File: src/rtl/tomasula_types.sv
// Shared instruction-level types for the Tomasulo pipeline blocks.
package tomasula_types;

    typedef enum logic [2:0] {
        OP_ADD = 3'd0,
        OP_SUB = 3'd1,
        OP_AND = 3'd2,
        OP_OR  = 3'd3,
        OP_LD  = 3'd4,
        OP_ST  = 3'd5,
        OP_BR  = 3'd6,
        OP_NOP = 3'd7
    } op_t;

endpackage

File: src/rtl/rob_param_if.sv
// Bundle of the reorder buffer's allocate, writeback, branch, memory and commit signals.
// The master side is the surrounding pipeline; the slave side is the ROB itself.
interface rob_param_if #(
    parameter int DEPTH  = 8,
    parameter int NUM_WB = 2
);
    localparam int TAG_W = $clog2(DEPTH);

    logic                      alloc_valid;
    logic                      alloc_ready;
    tomasula_types::op_t       alloc_op;
    logic [4:0]                alloc_rd;
    logic [4:0]                alloc_st_src;
    logic [TAG_W-1:0]          alloc_tag;
    logic [NUM_WB-1:0]         wb_valid;
    logic [NUM_WB*TAG_W-1:0]   wb_tag;
    logic                      br_valid;
    logic [TAG_W-1:0]          br_tag;
    logic                      br_mispredict;
    logic                      data_mem_resp;
    logic                      data_read;
    logic                      data_write;
    logic [TAG_W-1:0]          mem_tag;
    logic [4:0]                st_commit;
    logic                      regfile_load;
    logic                      ld_commit_sel;
    logic                      ld_br;
    logic [TAG_W-1:0]          commit_tag;
    logic [4:0]                commit_rd;
    logic                      flush;
    logic                      rob_full;
    logic                      rob_empty;
    logic [TAG_W:0]            count;
    logic [DEPTH-1:0]          status_rob_valid;

    modport master (
        output alloc_valid, alloc_op, alloc_rd, alloc_st_src,
        output wb_valid, wb_tag, br_valid, br_tag, br_mispredict, data_mem_resp,
        input  alloc_ready, alloc_tag, data_read, data_write, mem_tag, st_commit,
        input  regfile_load, ld_commit_sel, ld_br, commit_tag, commit_rd, flush,
        input  rob_full, rob_empty, count, status_rob_valid
    );

    modport slave (
        input  alloc_valid, alloc_op, alloc_rd, alloc_st_src,
        input  wb_valid, wb_tag, br_valid, br_tag, br_mispredict, data_mem_resp,
        output alloc_ready, alloc_tag, data_read, data_write, mem_tag, st_commit,
        output regfile_load, ld_commit_sel, ld_br, commit_tag, commit_rd, flush,
        output rob_full, rob_empty, count, status_rob_valid
    );

endinterface

File: src/rtl/rob_param.sv
// Parametrised reorder buffer: in-order allocate, out-of-order writeback on NUM_WB
// channels, in-order commit through a small FSM, single-edge tag-based mispredict flush.
module rob_param #(
    parameter int DEPTH  = 8,
    parameter int NUM_WB = 2
) (
    input logic        clk,
    input logic        rst,
    rob_param_if.slave bus
);
    import tomasula_types::*;

    localparam int TAG_W = $clog2(DEPTH);
    typedef logic [TAG_W-1:0] tag_t;
    localparam logic [TAG_W:0] CNT_FULL = (TAG_W+1)'(DEPTH);
    localparam logic [TAG_W:0] CNT_ONE  = (TAG_W+1)'(1);

    typedef enum logic [1:0] {IDLE, MEM_RD, MEM_WR} state_t;

    state_t           state_q, state_d;
    logic [DEPTH-1:0] alloc_q, done_q, alloc_d, done_d;
    op_t              op_q [DEPTH];
    logic [4:0]       rd_q [DEPTH];
    logic [4:0]       st_q [DEPTH];
    tag_t             head_q, tail_q, tail_d;
    logic [TAG_W:0]   count_q, count_d;

    logic             regfile_load_q, ld_sel_q, ld_br_q, flush_q;
    tag_t             commit_tag_q;
    logic [4:0]       commit_rd_q;

    logic             full, mispredict_req, do_alloc, do_flush, head_elig;
    logic             retire, pulse_rf, pulse_ld, pulse_br;
    tag_t             br_pos;

    assign full           = (count_q == CNT_FULL);
    assign mispredict_req = bus.br_valid && bus.br_mispredict;
    assign do_alloc       = bus.alloc_valid && bus.alloc_ready;
    assign do_flush       = mispredict_req && alloc_q[bus.br_tag];
    assign br_pos         = bus.br_tag - head_q;
    assign head_elig      = alloc_q[head_q] && done_q[head_q];

    assign bus.alloc_ready      = !full && !mispredict_req;
    assign bus.alloc_tag        = tail_q;
    assign bus.rob_full         = full;
    assign bus.rob_empty        = (count_q == '0);
    assign bus.count            = count_q;
    assign bus.status_rob_valid = done_q;
    assign bus.data_read        = (state_q == MEM_RD);
    assign bus.data_write       = (state_q == MEM_WR);
    assign bus.mem_tag          = (state_q != IDLE) ? head_q : '0;
    assign bus.st_commit        = (state_q == MEM_WR) ? st_q[head_q] : '0;
    assign bus.regfile_load     = regfile_load_q;
    assign bus.ld_commit_sel    = ld_sel_q;
    assign bus.ld_br            = ld_br_q;
    assign bus.commit_tag       = commit_tag_q;
    assign bus.commit_rd        = commit_rd_q;
    assign bus.flush            = flush_q;

    // Commit FSM: decide whether the head retires this cycle and which pulse follows it.
    always_comb begin
        state_d  = state_q;
        retire   = 1'b0;
        pulse_rf = 1'b0;
        pulse_ld = 1'b0;
        pulse_br = 1'b0;
        case (state_q)
            IDLE: begin
                if (head_elig) begin
                    case (op_q[head_q])
                        OP_BR: begin
                            retire   = 1'b1;
                            pulse_br = 1'b1;
                        end
                        OP_LD:   state_d = MEM_RD;
                        OP_ST:   state_d = MEM_WR;
                        default: begin
                            retire   = 1'b1;
                            pulse_rf = 1'b1;
                        end
                    endcase
                end
            end
            MEM_RD: begin
                if (bus.data_mem_resp) begin
                    retire   = 1'b1;
                    pulse_rf = 1'b1;
                    pulse_ld = 1'b1;
                    state_d  = IDLE;
                end
            end
            MEM_WR: begin
                if (bus.data_mem_resp) begin
                    retire  = 1'b1;
                    state_d = IDLE;
                end
            end
            default: state_d = IDLE;
        endcase
    end

    // Next alloc/done bits; later steps win so a flush discards same-cycle writebacks.
    always_comb begin
        alloc_d = alloc_q;
        done_d  = done_q;
        for (int i = 0; i < NUM_WB; i++) begin
            if (bus.wb_valid[i] && alloc_q[bus.wb_tag[i*TAG_W +: TAG_W]])
                done_d[bus.wb_tag[i*TAG_W +: TAG_W]] = 1'b1;
        end
        if (bus.br_valid && alloc_q[bus.br_tag])
            done_d[bus.br_tag] = 1'b1;
        if (do_flush) begin
            for (int i = 0; i < DEPTH; i++) begin
                if (alloc_q[i] && (tag_t'(tag_t'(i) - head_q) > br_pos)) begin
                    alloc_d[i] = 1'b0;
                    done_d[i]  = 1'b0;
                end
            end
        end
        if (retire) begin
            alloc_d[head_q] = 1'b0;
            done_d[head_q]  = 1'b0;
        end
        if (do_alloc) begin
            alloc_d[tail_q] = 1'b1;
            done_d[tail_q]  = 1'b0;
        end
    end

    // Next tail and occupancy; a flush rebuilds the count from the branch position.
    always_comb begin
        tail_d  = tail_q;
        count_d = count_q;
        if (do_flush) begin
            tail_d  = bus.br_tag + tag_t'(1);
            count_d = {1'b0, br_pos} + CNT_ONE;
        end else if (do_alloc) begin
            tail_d  = tail_q + tag_t'(1);
            count_d = count_q + CNT_ONE;
        end
        if (retire)
            count_d = count_d - CNT_ONE;
    end

    // Control state: pointers, occupancy, entry flags, FSM and the one-cycle commit pulses.
    always_ff @(posedge clk or negedge rst) begin
        if (!rst) begin
            state_q        <= IDLE;
            alloc_q        <= '0;
            done_q         <= '0;
            head_q         <= '0;
            tail_q         <= '0;
            count_q        <= '0;
            regfile_load_q <= 1'b0;
            ld_sel_q       <= 1'b0;
            ld_br_q        <= 1'b0;
            flush_q        <= 1'b0;
            commit_tag_q   <= '0;
            commit_rd_q    <= '0;
        end else begin
            state_q        <= state_d;
            alloc_q        <= alloc_d;
            done_q         <= done_d;
            tail_q         <= tail_d;
            count_q        <= count_d;
            if (retire)
                head_q <= head_q + tag_t'(1);
            regfile_load_q <= pulse_rf;
            ld_sel_q       <= pulse_ld;
            ld_br_q        <= pulse_br;
            flush_q        <= do_flush;
            commit_tag_q   <= retire ? head_q : '0;
            commit_rd_q    <= pulse_rf ? rd_q[head_q] : '0;
        end
    end

    // Entry payload captured at allocation time.
    always_ff @(posedge clk or negedge rst) begin
        if (!rst) begin
            for (int i = 0; i < DEPTH; i++) begin
                op_q[i] <= OP_NOP;
                rd_q[i] <= '0;
                st_q[i] <= '0;
            end
        end else if (do_alloc) begin
            op_q[tail_q] <= bus.alloc_op;
            rd_q[tail_q] <= bus.alloc_rd;
            st_q[tail_q] <= bus.alloc_st_src;
        end
    end

endmodule

File: src/flat_wrapper.sv
// flat-port wrapper written by rule: the top's interface ports become plain ports
module rob_param_flat import tomasula_types::*;
#(
    parameter int DEPTH  = 8,
    parameter int NUM_WB = 2
)
  (clk, rst, bus_alloc_valid, bus_alloc_op, bus_alloc_rd, bus_alloc_st_src, bus_wb_valid, bus_wb_tag, bus_br_valid, bus_br_tag, bus_br_mispredict, bus_data_mem_resp, bus_alloc_ready, bus_alloc_tag, bus_data_read, bus_data_write, bus_mem_tag, bus_st_commit, bus_regfile_load, bus_ld_commit_sel, bus_ld_br, bus_commit_tag, bus_commit_rd, bus_flush, bus_rob_full, bus_rob_empty, bus_count, bus_status_rob_valid);
  rob_param_if #(.DEPTH(DEPTH), .NUM_WB(NUM_WB)) bus_i ();
  input logic clk;
  input logic rst;
  input wire logic [$bits(bus_i.alloc_valid)-1:0] bus_alloc_valid;
  input wire logic [$bits(bus_i.alloc_op)-1:0] bus_alloc_op;
  input wire logic [$bits(bus_i.alloc_rd)-1:0] bus_alloc_rd;
  input wire logic [$bits(bus_i.alloc_st_src)-1:0] bus_alloc_st_src;
  input wire logic [$bits(bus_i.wb_valid)-1:0] bus_wb_valid;
  input wire logic [$bits(bus_i.wb_tag)-1:0] bus_wb_tag;
  input wire logic [$bits(bus_i.br_valid)-1:0] bus_br_valid;
  input wire logic [$bits(bus_i.br_tag)-1:0] bus_br_tag;
  input wire logic [$bits(bus_i.br_mispredict)-1:0] bus_br_mispredict;
  input wire logic [$bits(bus_i.data_mem_resp)-1:0] bus_data_mem_resp;
  output wire logic [$bits(bus_i.alloc_ready)-1:0] bus_alloc_ready;
  output wire logic [$bits(bus_i.alloc_tag)-1:0] bus_alloc_tag;
  output wire logic [$bits(bus_i.data_read)-1:0] bus_data_read;
  output wire logic [$bits(bus_i.data_write)-1:0] bus_data_write;
  output wire logic [$bits(bus_i.mem_tag)-1:0] bus_mem_tag;
  output wire logic [$bits(bus_i.st_commit)-1:0] bus_st_commit;
  output wire logic [$bits(bus_i.regfile_load)-1:0] bus_regfile_load;
  output wire logic [$bits(bus_i.ld_commit_sel)-1:0] bus_ld_commit_sel;
  output wire logic [$bits(bus_i.ld_br)-1:0] bus_ld_br;
  output wire logic [$bits(bus_i.commit_tag)-1:0] bus_commit_tag;
  output wire logic [$bits(bus_i.commit_rd)-1:0] bus_commit_rd;
  output wire logic [$bits(bus_i.flush)-1:0] bus_flush;
  output wire logic [$bits(bus_i.rob_full)-1:0] bus_rob_full;
  output wire logic [$bits(bus_i.rob_empty)-1:0] bus_rob_empty;
  output wire logic [$bits(bus_i.count)-1:0] bus_count;
  output wire logic [$bits(bus_i.status_rob_valid)-1:0] bus_status_rob_valid;
  assign bus_i.alloc_valid = bus_alloc_valid;
  assign bus_i.alloc_op = bus_alloc_op;
  assign bus_i.alloc_rd = bus_alloc_rd;
  assign bus_i.alloc_st_src = bus_alloc_st_src;
  assign bus_i.wb_valid = bus_wb_valid;
  assign bus_i.wb_tag = bus_wb_tag;
  assign bus_i.br_valid = bus_br_valid;
  assign bus_i.br_tag = bus_br_tag;
  assign bus_i.br_mispredict = bus_br_mispredict;
  assign bus_i.data_mem_resp = bus_data_mem_resp;
  assign bus_alloc_ready = bus_i.alloc_ready;
  assign bus_alloc_tag = bus_i.alloc_tag;
  assign bus_data_read = bus_i.data_read;
  assign bus_data_write = bus_i.data_write;
  assign bus_mem_tag = bus_i.mem_tag;
  assign bus_st_commit = bus_i.st_commit;
  assign bus_regfile_load = bus_i.regfile_load;
  assign bus_ld_commit_sel = bus_i.ld_commit_sel;
  assign bus_ld_br = bus_i.ld_br;
  assign bus_commit_tag = bus_i.commit_tag;
  assign bus_commit_rd = bus_i.commit_rd;
  assign bus_flush = bus_i.flush;
  assign bus_rob_full = bus_i.rob_full;
  assign bus_rob_empty = bus_i.rob_empty;
  assign bus_count = bus_i.count;
  assign bus_status_rob_valid = bus_i.status_rob_valid;
  rob_param #(.DEPTH(DEPTH), .NUM_WB(NUM_WB)) u_core (.clk(clk), .rst(rst), .bus(bus_i));
endmodule
File: config.mk
export PLATFORM = sky130hd
export DESIGN_NAME = rob_param_flat
export DESIGN_NICKNAME = d
export VERILOG_FILES = /design/src/rtl/tomasula_types.sv /design/src/rtl/rob_param_if.sv /design/src/rtl/rob_param.sv /design/src/flat_wrapper.sv
export SDC_FILE = /design/constraint.sdc
export NUM_CORES = 1
export LEC_CHECK = 0
export BUFFER_PORTS_ARGS = -buffer_cell sky130_fd_sc_hd__buf_2
export CAP_MARGIN = 5
export CORE_MARGIN = 2
export CORE_UTILIZATION = 55
export CTS_CLUSTER_SIZE = 40
export DETAILED_ROUTE_END_ITERATION = 8
export PLACE_DENSITY = 0.75
export SYNTH_ARGS = -nofsm -noshare
export SYNTH_HDL_FRONTEND = slang
export SYNTH_SLANG_ARGS = --single-unit
File: constraint.sdc
create_clock -name clk -period 5.9 [get_ports clk]
set_clock_uncertainty 0.1 [all_clocks]
set_input_delay 1.18 -clock clk [delete_from_list [all_inputs] [get_ports clk]]
set_output_delay 1.18 -clock clk [all_outputs]
set_load 0.03 [all_outputs]
== Yosys cells after proc, flatten, opt, wreduce, memory -nomap -nowiden ==
Index checks and enable logic that the tools add are counted.

* Add/sub/neg operators: 15
* Order comparisons: 21
* Equality and inequality tests: 9
* Multiplexer cells: 85
* Bitwise operators: 11
* Reductions and logical operators: 32

{| class="wikitable"
|+ Operator list
! kind !! number
|-
| bitwise mux 40 bit || 2
|-
| two-way mux 8 bit || 9
|-
| two-way mux 1 bit || 35
|-
| two-way mux 5 bit || 7
|-
| bitwise OR 8 bit || 4
|-
| binary-select mux 5 bit (select 3 bit) || 2
|-
| AND 8 bit || 3
|-
| bitwise mux 24 bit || 1
|-
| > comparator 3 bit || 8
|-
| logical AND 1 bit || 22
|-
| two-way mux 3 bit || 7
|-
| < comparator 3 x 4 -> 1 bit (second input constant) || 5
|-
| inverter 8 bit || 2
|-
| binary-select mux 1 bit (select 3 bit) || 5
|-
| demux 1 bit (select 3 bit) || 5
|-
| demux 5 bit (select 3 bit) || 1
|-
| >= comparator 3 x 1 -> 1 bit (second input constant) || 5
|-
| two-way mux 4 bit || 3
|-
| subtractor 3 bit (first input constant) || 4
|-
| adder 3 x 1 -> 3 bit (second input constant) || 3
|-
| binary-select mux 3 bit (select 3 bit) || 1
|-
| demux 3 bit (select 3 bit) || 1
|-
| equality test 3 bit (second input constant) || 3
|-
| >= comparator 4 bit (second input constant) || 2
|-
| 23 further kinds || 33
|}

* Flip-flop bits (word level): 144
* Input port bits: 30
* Output and inout bits: 40
* Logic and storage cells: 209

== Depth between registers and ports, before layout ==
Gate-level depths: netlist (run 1).

* Depth after elaboration: 16
* Gate-level depth with buffers: 13
* Depth with buffers taken out: 12

== Worst setup path before layout (run 1) ==
No wires, ideal clock.

* Path type: input to register
* From: input bus_br_tag[0]
* To: register u_core.alloc_q[1]
* Setup time: 0.118 ns
* Data arrival time: 3.650 ns
* Required time: 5.682 ns
* Setup slack: 2.032 ns
* Stages on the path: 13
* Buffers on the path: 1
* Cell sequence: buf_2 -> inv_1 -> ha_1 -> inv_1 -> fa_1 -> xor2_1 -> xnor2_1 -> inv_1 -> ha_1 -> a21oi_1 -> a311oi_1 -> nor2b_1 -> a21o_1

* Cells in the longest elaborated chain, start to end: 9
* Elaborated cells between the ends (all ways): 12
* Classes of those cells: add/sub (1); order compare (1); mux (6); bitwise (2); reduce/logical (2)

{| class="wikitable"
|+ Ends and longest elaborated chain
! element !! line !! text
|-
| start, declared || flat_wrapper.sv:18 || <nowiki>input wire logic [$bits(bus_i.br_tag)-1:0] bus_br_tag;</nowiki>
|-
| subtractor 3 bit || rob_param.sv:40 || <nowiki>assign br_pos = bus.br_tag - head_q;</nowiki>
|-
| > comparator 3 bit || rob_param.sv:114 || <nowiki>if (alloc_q[i] && (tag_t'(tag_t'(i) - head_q) > br_pos)) begin</nowiki>
|-
| logical AND 1 bit || rob_param.sv:114 ||
|-
| two-way mux 1 bit || rob_param.sv:114 ||
|-
| two-way mux 8 bit (*) || rob_param.sv:112 || <nowiki>if (do_flush) begin</nowiki>
|-
| AND 8 bit (no line) || - ||
|-
| two-way mux 8 bit (*) || rob_param.sv:120 || <nowiki>if (retire) begin</nowiki>
|-
| bitwise OR 8 bit (no line) || - ||
|-
| two-way mux 8 bit (*) || rob_param.sv:124 || <nowiki>if (do_alloc) begin</nowiki>
|-
| via u_core.alloc_d[1] || rob_param.sv:21 || <nowiki>logic [DEPTH-1:0] alloc_q, done_q, alloc_d, done_d;</nowiki>
|-
| end signal, assigned || rob_param.sv:162 || <nowiki>alloc_q <= alloc_d;</nowiki>
|-
| end, declared || rob_param.sv:21 ||
|}

Mark *: on every way through the listed nets, which the timed path passes. The rest lies on a longest branch. The select of a mux whose other input is x is not followed.
A chain may end at the register's enable or synchronous reset.

== Final worst setup path (run 1) ==
Ends and elaborated chain as after synthesis.

==> impl_metrics.ini, run 1 <==
[layout]
drive_above_1_share_pct = 35.83
fin_area_sq_um = 8771
layout.core_utilization_pct = 63.93
antenna_cells = 0
syn2layout_area_growth_pct = 15.05
layout_common_cells = nand2_1, dfrtp_1, mux2_2
nNetsFinal = 778
final_common_cell = nand2_1

[synth]
seq_area_frac_synth_pct = 47.66
syn_area_per_cell_sq_um = 11.64
synth.area.mux_share_pct = 22.34
async_flop_share_pct = 100.0
syn-cell-area_sq_um = 7624
synth_compound_area_share_pct = 7.090
ys_types = 62
synth_simple_gate_area_share_pct = 13.15
synth-xor-area-share_pct = 1.953
synth_edf_count = 0
ys.flop_type = dfrtp_1
synthAdderAreaFrac_pct = 4.792
synth_top_family_by_area = multiplexers
synth_cells = 655
syn-num-nets = 712
synth-seq-cells = 144
synth-warning-count = 0

[place]
placed_cell_area_sq_um = 8143
place.gp.congestion = 0.8669
dp_hpwl_microns = 12120
pre_cts_ws_ns = 1.700
numPortBuffers = 69

[critical_path]
end_kind = register
crit_type = input pin to register
r2r_start = u_core.head_q[0]
critPathMaxFanout = 10
crit_end = u_core.alloc_q[1]
reg2reg_depth = 12
required_ns = 6.11
crit_start = bus_br_tag[0]
reg2reg_to = u_core.alloc_q[1]
worstPathArrival_ns = 4.02
rrSetupSlack_ns = 2.13
cp-start-kind = input pin

[status]
status = completed

[detailed_routing]
vias = 5498
avgViaCountPerCell = 6.015
firstDrtPassIters = 5
drt_iter0_markers = 515
wl_per_cell_microns = 20.84
drtAntennaViolNets = 0
drc = 0
routed_wl_microns = 19050

[cts]
clock-sinks = 144
insertion_delay_ns = 0.43
cts_tree = yes
cts_made_buffers = 17
ctsHtreeMaxLevel = 4
clockBufferDepth = 2
cts_resized = 0
path_clk_slew_ns = 0.06
postCtsHoldBufs = 0
cts_setup_buffers = 0
cts-root-buf = clkbuf_16

[grt]
grt_antenna_before_repair = 1
grt_pass1_wl_microns = 30370
track_usage_pct = 27.38
grt_max_degree = 96
gr-total-overflow = 0
grt_pass1_vias = 5699

[timing]
fmax_mhz = 263.0
finalSetupViolations = 0
tightest_slew_ns = 1.096
slew_headroom_pct = 26.74
finalHoldViolCount = 0
holdWs_ns = 0.3611
fin_tns_setup_ns = 0
grt_setup_unrepaired = no
period_minus_slack_ns = 3.802
drv_slew = 0
finalCritPeriodShare_pct = 64.44
fin_ws_ns = 2.098

[floorplanning]
fp.coreArea_sq_um = 13720
die-width_microns = 121.7
die_height_microns = 121.7
rows = 43
ioPinCount = 70
dieArea_sq_um = 14820
initial_utilization_pct = 55.57

[power]
pwr_density_cell_nw_per_um2 = 625.8
vdd_drop_max_mv = 0.2608
p_leak_nw = 4.023
clock_power_share_pct = 20.8
seqPwrFrac_pct = 33.7
swShare_pct = 38.47
p_int_mw = 3.377
combinationalPowerShare_pct = 45.5
p_switching_mw = 2.112

[worst_hold_path]
worstHoldPathCells = 2
hold_path.class = register to register

[run]
cap_violations = 0
==> power by group through the flow <==
| stage | Sequential, mW | Combinational, mW | Clock (mW) |
|---|---|---|---|
| floorplan | 1.86 | 1.81 | 0 |
| global placement | 1.79 | 2.38 | 0 |
| detailed placement | 1.84 | 2.48 | 0 |
| CTS | 1.84 | 2.50 | 1.16 |
| global route | 1.90 | 2.72 | 1.20 |
| finish | 1.85 | 2.50 | 1.14 |
==> logic make-up after synthesis <==
family,after synthesis
compound gates,74
simple gates,214
xor+xnor,17
mux,123
flops,144
fa+ha+maj,29
buf+inv,54
==> per-layer routing <==
layer / GRT usage, % / wire length [microns] / vias up
met5: 0 / 13 / -
met4: 10.49 / 481 / 2
met3: 6.039 / 1077 / 39
met2: 44.52 / 9389 / 199
met1: 36.24 / 8088 / 2811
li1: - / - / 2447
==> metrics by stage <==
stage,power (mW),cells
global route,5.821,914
floorplan,3.665,655
detailed placement,4.322,882
CTS,5.494,914
finish,5.489,914
global placement,4.171,882
==> worst max-delay path: stages <==
cell	delay (ns)
buf_2	0.17
inv_1	0.11
ha_1	0.15
inv_1	0.08
fa_1	0.41
xor2_1	0.35
xnor2_1	0.28
inv_1	0.21
ha_1	0.35
a21oi_1	0.07
a311oi_1	0.38
nor2b_1	0.10
a21o_1	0.19
==> state kept, by name, summed over array words and instances, names as in the netlist, 2 cells and up <==
| signal | count |
|---|---|
| u_core.bus.commit_rd | 5 |
| u_core.alloc_q | 8 |
| u_core.state_q | 2 |
| u_core.op_q | 24 |
| u_core.st_q | 40 |
| u_core.rd_q | 40 |
| u_core.bus.status_rob_valid | 8 |
| u_core.bus.count | 4 |
| u_core.bus.alloc_tag | 3 |
| u_core.head_q | 3 |
| u_core.bus.commit_tag | 3 |
==> synthesized netlist by cell type, drive strengths merged (2+ instances only) <==
master,count,area (sq um)
nor3b,10,80.07
and3,2,12.51
mux4,29,653.1
ha,26,325.3
xnor2,11,96.34
a22o,2,17.52
a21oi,22,110.1
nor3,12,65.06
mux2i,10,103.9
clkbuf,17,63.81
nand3,5,25.02
or3,2,12.51
o21ai,12,60.06
nand4b,4,35.03
xor2,6,52.55
and2,4,25.02
inv,23,86.33
mux2,84,945.9
nor4b,2,30.03
a211oi,3,22.52
a2111oi,5,70.07
a21o,5,37.54
dfstp,24,630.6
nor2b,9,56.30
a221oi,2,17.52
maj3,2,20.02
a311oi,2,17.52
nor2,21,81.33
a22oi,2,20.02
o221ai,2,17.52
nand2,129,484.2
o21a,2,15.01
nand3b,3,22.52
nand4,2,12.51
a21boi,5,37.54
dfrtp,120,3003
nand2b,6,37.54
buf,14,80.07
==> worst min path at each step <==
stage / start / to
6_report: u_core.op_q[13] / u_core.op_q[13]
5_1_grt: u_core.op_q[0] / u_core.op_q[0]
4_1_cts: u_core.op_q[0] / u_core.op_q[0]
3_5_place_dp: u_core.op_q[0] / u_core.op_q[0]
3_3_place_gp: u_core.op_q[13] / u_core.op_q[13]
2_1_floorplan: u_core.op_q[0] / u_core.op_q[0]
==> layout make-up <==
type / count / area, sq um
tap: 180 / 225.2
clock inverter: 12 / 181.4
inverter: 23 / 86.33
sequential: 144 / 3635
fill: 1058 / 4949
clock buffer: 20 / 446.7
multi-input combinational: 457 / 3777
timing repair buffer: 78 / 419.2
No activity file was read; power rests on OpenSTA's default activity.
==> run 2, diff against run 1 <==
--- a/config.mk
+++ b/config.mk
@@ -8,10 +8,10 @@
 export BUFFER_PORTS_ARGS = -buffer_cell sky130_fd_sc_hd__buf_2
 export CAP_MARGIN = 5
 export CORE_MARGIN = 2
-export CORE_UTILIZATION = 55
+export CORE_UTILIZATION = 54
 export CTS_CLUSTER_SIZE = 40
 export DETAILED_ROUTE_END_ITERATION = 8
-export PLACE_DENSITY = 0.75
+export PLACE_DENSITY = 0.76
 export SYNTH_ARGS = -nofsm -noshare
 export SYNTH_HDL_FRONTEND = slang
 export SYNTH_SLANG_ARGS = --single-unit
==> constraint.sdc (replaced) <==
create_clock -name clk -period 3.3 [get_ports clk]
set_clock_uncertainty 0.1 [all_clocks]
set_input_delay 0.66 -clock clk [delete_from_list [all_inputs] [get_ports clk]]
set_output_delay 0.66 -clock clk [all_outputs]
set_load 0.03 [all_outputs]
==> run 2 against run 1 <==
Net effect:
- sequential share of layout area shrank 0.82 points
- die area grew 1.8%
- via count grew 0.35%
- wire length is essentially flat
- cell count grew 2.2%
- power grew 80%
- sequential cell count is the same
- worst hold slack lost 0.35 ns
- clock power grew 75%
- combinational power grew 84%
- design area grew 2.0%
- critical path depth shrank 3
- critical path type is now register to register
==> impl_metrics.ini, run 2 (synthesis gave the netlist of run 1 again) <==
[status]
status = completed

[place]
numPortBuffers = 69
placed_cell_area_sq_um = 8333
place.gp.congestion = 0.9098
dp_hpwl_microns = 12770
dp.cells = 902

[critical_path]
crit_path_cell_trace = ha_1, inv_1, fa_1, inv_1, ha_1, a21oi_1, a21oi_1, o21ai_0, nor2_1, a2111oi_1
reg2reg_depth = 10
critPathMaxFanout = 5
cp-start-kind = register
slowest_delay_ns = 0.49
crit_end = u_core.bus.status_rob_valid[7]
worstPathArrival_ns = 3.10
required_ns = 3.48
slowest_stage = a2111oi_1
rrSetupSlack_ns = 0.38
r2r_start = u_core.head_q[0]
reg2reg_to = u_core.bus.status_rob_valid[7]
crit_start = u_core.head_q[0]
end_kind = register
crit_type = register to register

[timing]
finalSetupViolations = 0
fmax_mhz = 342.4
finalCritPeriodShare_pct = 88.50
grt_setup_unrepaired = no
fin_tns_setup_ns = 0
period_minus_slack_ns = 2.920
finalHoldViolCount = 0
tightest_slew_ns = 0.6914
slew_headroom_pct = 53.85
drv_slew = 0

[grt]
grt_pass1_vias = 5685
grt_pass1_wl_microns = 30150
grt_max_degree = 76
gr-total-overflow = 0
track_usage_pct = 26.97
grt_antenna_before_repair = 1

[floorplanning]
die-width_microns = 122.8
fp.coreArea_sq_um = 13830
rows = 43
initial_utilization_pct = 55.14
dieArea_sq_um = 15080
die_height_microns = 122.8
ioPinCount = 70

[detailed_routing]
firstDrtPassIters = 4
drt_iter0_markers = 356
drtAntennaViolNets = 0
avgViaCountPerCell = 5.907
routed_wl_microns = 19040
drc = 0
vias = 5517
wl_per_cell_microns = 20.38

[cts]
postCtsHoldBufs = 0
clock-sinks = 144
path_clk_slew_ns = 0.06
insertion_delay_ns = 0.43
cts_setup_buffers = 0
cts_resized = 0
clockBufferDepth = 2
cts-root-buf = clkbuf_16
ctsHtreeMaxLevel = 4
cts_tree = yes
cts_made_buffers = 17

[layout]
antenna_cells = 0
nNetsFinal = 798
final_common_cell = nand2_1
reg_top3 = u_core.rd_q x40, u_core.st_q x40, u_core.op_q x24
fin_area_sq_um = 8947
drive_above_1_share_pct = 37.80
finalNonFillerCells = 934
syn2layout_area_growth_pct = 17.36
layout_common_cells = nand2_1, dfrtp_1, mux2_2

[power]
p_leak_nw = 4.122
pwr_density_cell_nw_per_um2 = 1107
vdd_drop_max_mv = 0.5431

[run]
cap_violations = 0

[worst_hold_path]
hold_path.class = input pin to asynchronous set/reset pin
-- run 2: changes by cell type in the layout (fill, tap and decap cells not counted), sizes merged --
cell	delta
clkbuf	+1
clkinv	-1
clkinvlp	+1
bufinv	-1
buf	+20
-- run 2: stage by stage --
stage	worst slack, ns	hold WS (ns)	util [%]	total power [mW]
global route	0.1636	0.02146	64.71	10.53
finish	0.3796	0.01069	64.71	9.901
floorplan	0.03952	0.2644	-	6.570
detailed placement	0.008659	0.3484	60.27	7.903
CTS	0.4237	0.008312	64.71	9.941
global placement	0.1081	0.3447	60.27	7.668
-- run 2: how the worst min path moves through the flow --
stage	depth (start not counted)	end	startpoint
6_report	1	u_core.st_q[6]	rst
5_1_grt	1	u_core.head_q[0]	rst
4_1_cts	1	u_core.st_q[21]	rst
3_5_place_dp	2	u_core.op_q[13]	u_core.op_q[13]
3_3_place_gp	2	u_core.op_q[13]	u_core.op_q[13]
2_1_floorplan	0	u_core.alloc_q[0]	rst
-- run 2: layout make-up --
cell class,instances,area (sq um)
Fill cell,1028,4880
Multi-Input combinational cell,457,3792
Sequential cell,144,3635
Timing Repair Buffer,98,594.3
Clock buffer,21,460.4
Tap cell,180,225.2
Clock inverter,11,153.9
Inverter,23,86.33
-- run 2: critical path, delay by kind of cell, from the launching register on --
| kind | cells | cell delay, ns |
|---|---|---|
| flops | 1 | 0.42 |
| compound gates | 4 | 0.99 |
| simple gates | 1 | 0.07 |
| buf+inv | 2 | 0.27 |
| fa+ha+maj | 3 | 0.90 |
-- run 2: power by group --
group,switching [mW],internal [mW]
Combinational,2.43,2.18
Clock,0.759,1.24
Sequential,0.597,2.70
-- run 2: routing by layer --
layer | part of all wire [%] | wire (microns) | global-route usage [%] | up-vias
li1 | - | - | - | 2494
met5 | 0.058 | 11 | 0 | -
met4 | 2.0 | 388 | 9.411 | 2
met1 | 43 | 8256 | 36.54 | 2812
met2 | 49 | 9349 | 42.75 | 173
met3 | 5.4 | 1031 | 6.366 | 36
==> run 3, diff against run 2 <==
--- a/config.mk
+++ b/config.mk
@@ -7,7 +7,7 @@
 export LEC_CHECK = 0
 export BUFFER_PORTS_ARGS = -buffer_cell sky130_fd_sc_hd__buf_2
 export CAP_MARGIN = 5
-export CORE_MARGIN = 2
+export CORE_MARGIN = 3
 export CORE_UTILIZATION = 54
 export CTS_CLUSTER_SIZE = 40
 export DETAILED_ROUTE_END_ITERATION = 8
==> run 3 against run 2 <==
Net effect:
- non-clock buffer count rose by 5
- first-iteration DRC count rose by 12%
- critical path depth fell by 4
- sequential share of layout area rose by 0.21 points
- highest routed layer is now met4
- largest power group unchanged
- via count rose by 2.2%
- maximum frequency fell by 6.4%
- design area fell by 0.50%
- critical endpoint is now bus_st_commit[4]
- worst setup slack got worse by 0.20 ns
==> impl_metrics.ini, run 3 (synthesis gave the netlist of run 1 again) <==
[critical_path]
crit_path_cell_trace = buf_4, buf_6, mux4_2, nand2_1, a21boi_0, buf_2
cp_top_family = buffers and inverters
path_buf_inv = 3
end_kind = output port
slowest_delay_ns = 0.51
worstPathArrival_ns = 2.36
cp-start-kind = register
required_ns = 2.54
slowest_stage = dfrtp_2
crit_start = u_core.head_q[0]
r2r_start = u_core.head_q[0]
critPathMaxFanout = 10
crit_type = register to output port

[timing]
fin_ws_ns = 0.1799
fmax_mhz = 320.5
fin_tns_setup_ns = 0
holdWs_ns = 0.1909
period_minus_slack_ns = 3.120
finalCritPeriodShare_pct = 94.55
slew_headroom_pct = 51.84
finalSetupViolations = 0
tightest_slew_ns = 0.7224
finalHoldViolCount = 0
drv_slew = 0
grt_setup_unrepaired = no

[floorplanning]
die-width_microns = 124.8
dieArea_sq_um = 15580
fp.coreArea_sq_um = 13510
die_height_microns = 124.8
ioPinCount = 70
rows = 42
initial_utilization_pct = 56.45

[grt]
grt_pass1_wl_microns = 31190
grt_pass1_vias = 5881
track_usage_pct = 25.20
gr-total-overflow = 0
grt_max_degree = 81
grt_antenna_before_repair = 1

[power]
p_leak_nw = 4.109
pwr_density_cell_nw_per_um2 = 1097
vdd_drop_max_mv = 0.4769

[layout]
finalNonFillerCells = 936
nNetsFinal = 803
syn2layout_area_growth_pct = 16.77
layout.core_utilization_pct = 65.92
reg_top3 = u_core.rd_q x40, u_core.st_q x40, u_core.op_q x24
final_common_cell = nand2_1
final.fill_count = 1011
layout_common_cells = nand2_1, dfrtp_1, mux2_2
drive_above_1_share_pct = 37.55

[cts]
cts_tree = yes
cts-root-buf = clkbuf_16
path_clk_slew_ns = 0.06
postCtsHoldBufs = 0
ctsHtreeMaxLevel = 4
clock-sinks = 144
insertion_delay_ns = 0.41
cts_made_buffers = 17
clockBufferDepth = 2

[run]
cap_violations = 0

[place]
pre_cts_ws_ns = 0.02272
dp.cells = 903
place.gp.congestion = 0.9762
dp_hpwl_microns = 12830
numPortBuffers = 69

[detailed_routing]
routed_wl_microns = 19010
wl_per_cell_microns = 20.31
firstDrtPassIters = 5
drtAntennaViolNets = 0
drt_iter0_markers = 400
vias = 5636
avgViaCountPerCell = 6.021
drc = 0

[status]
status = completed

[worst_hold_path]
hold_path.class = input pin to asynchronous set/reset pin
## run 3: cell count changes in the layout (fill, tap and decap cells not counted), moves of 2 or more
cell / previous run / this run
buf_12: 2 / 0
buf_4: 27 / 33
clkbuf_1: 2 / 7
clkinv_2: 1 / 3
clkinv_4: 3 / 0
inv_6: 2 / 0
## run 3: final cells by class
class                      instances  area (sq um)  area share [%]
antenna                            1         2.502         0.02811
clock buffer                      25         465.4           5.228
clock inverter                     7         90.09           1.012
inverter                          23         86.33          0.9698
multi-input combinational        457          3792           42.60
sequential                       144          3635           40.83
tap                              176         220.2           2.474
timing repair buffer             103         610.6           6.859
## run 3: worst register-to-register path, delay by kind of cell (launching register included)
family | cells | cell delay [ns]
compound gates | 3 | 0.64
xor+xnor | 2 | 0.38
fa+ha+maj | 3 | 0.95
buf+inv | 2 | 0.21
flops | 1 | 0.51
simple gates | 1 | 0.09
## run 3: routing by layer
metal,wire [microns],global-route usage [%],up-vias
li1,-,-,2509
met1,8185,33.75,2893
met2,9130,40.46,197
met3,1190,5.360,37
met4,505,9.949,0
met5,0,0,-
## run 3: power by group
group          switching [mW]  total, mW  internal, mW
clock                   0.700       1.83          1.13
combinational            2.45       4.65          2.20
sequential              0.588       3.29          2.71
total                    3.73       9.77          6.04
## run 3: what timing repair did
item,in CTS,in global routing
buffers inserted,0,0
gates resized for setup,0,1
hold endpoints to repair,0,0
setup endpoints to repair,0,1
## run 3: worst paths after layout
path                       depth (start not counted)                end  slack [ns]
max reg2reg                                       11  u_core.alloc_q[1]        0.29
min in group clk                                   2     u_core.op_q[1]        0.36
min reg2reg                                        2     u_core.op_q[1]        0.36
max                                                6   bus_st_commit[4]        0.18
min                                                1     u_core.rd_q[0]        0.19
max in group asynchronous                          2    u_core.op_q[17]        2.04
## run 3: metrics by stage
stage	power (mW)	instance area, sq um
floorplan	6.570	7639
global placement	7.660	8341
detailed placement	7.896	8341
CTS	9.769	8896
global route	10.41	8902
finish	9.768	8902
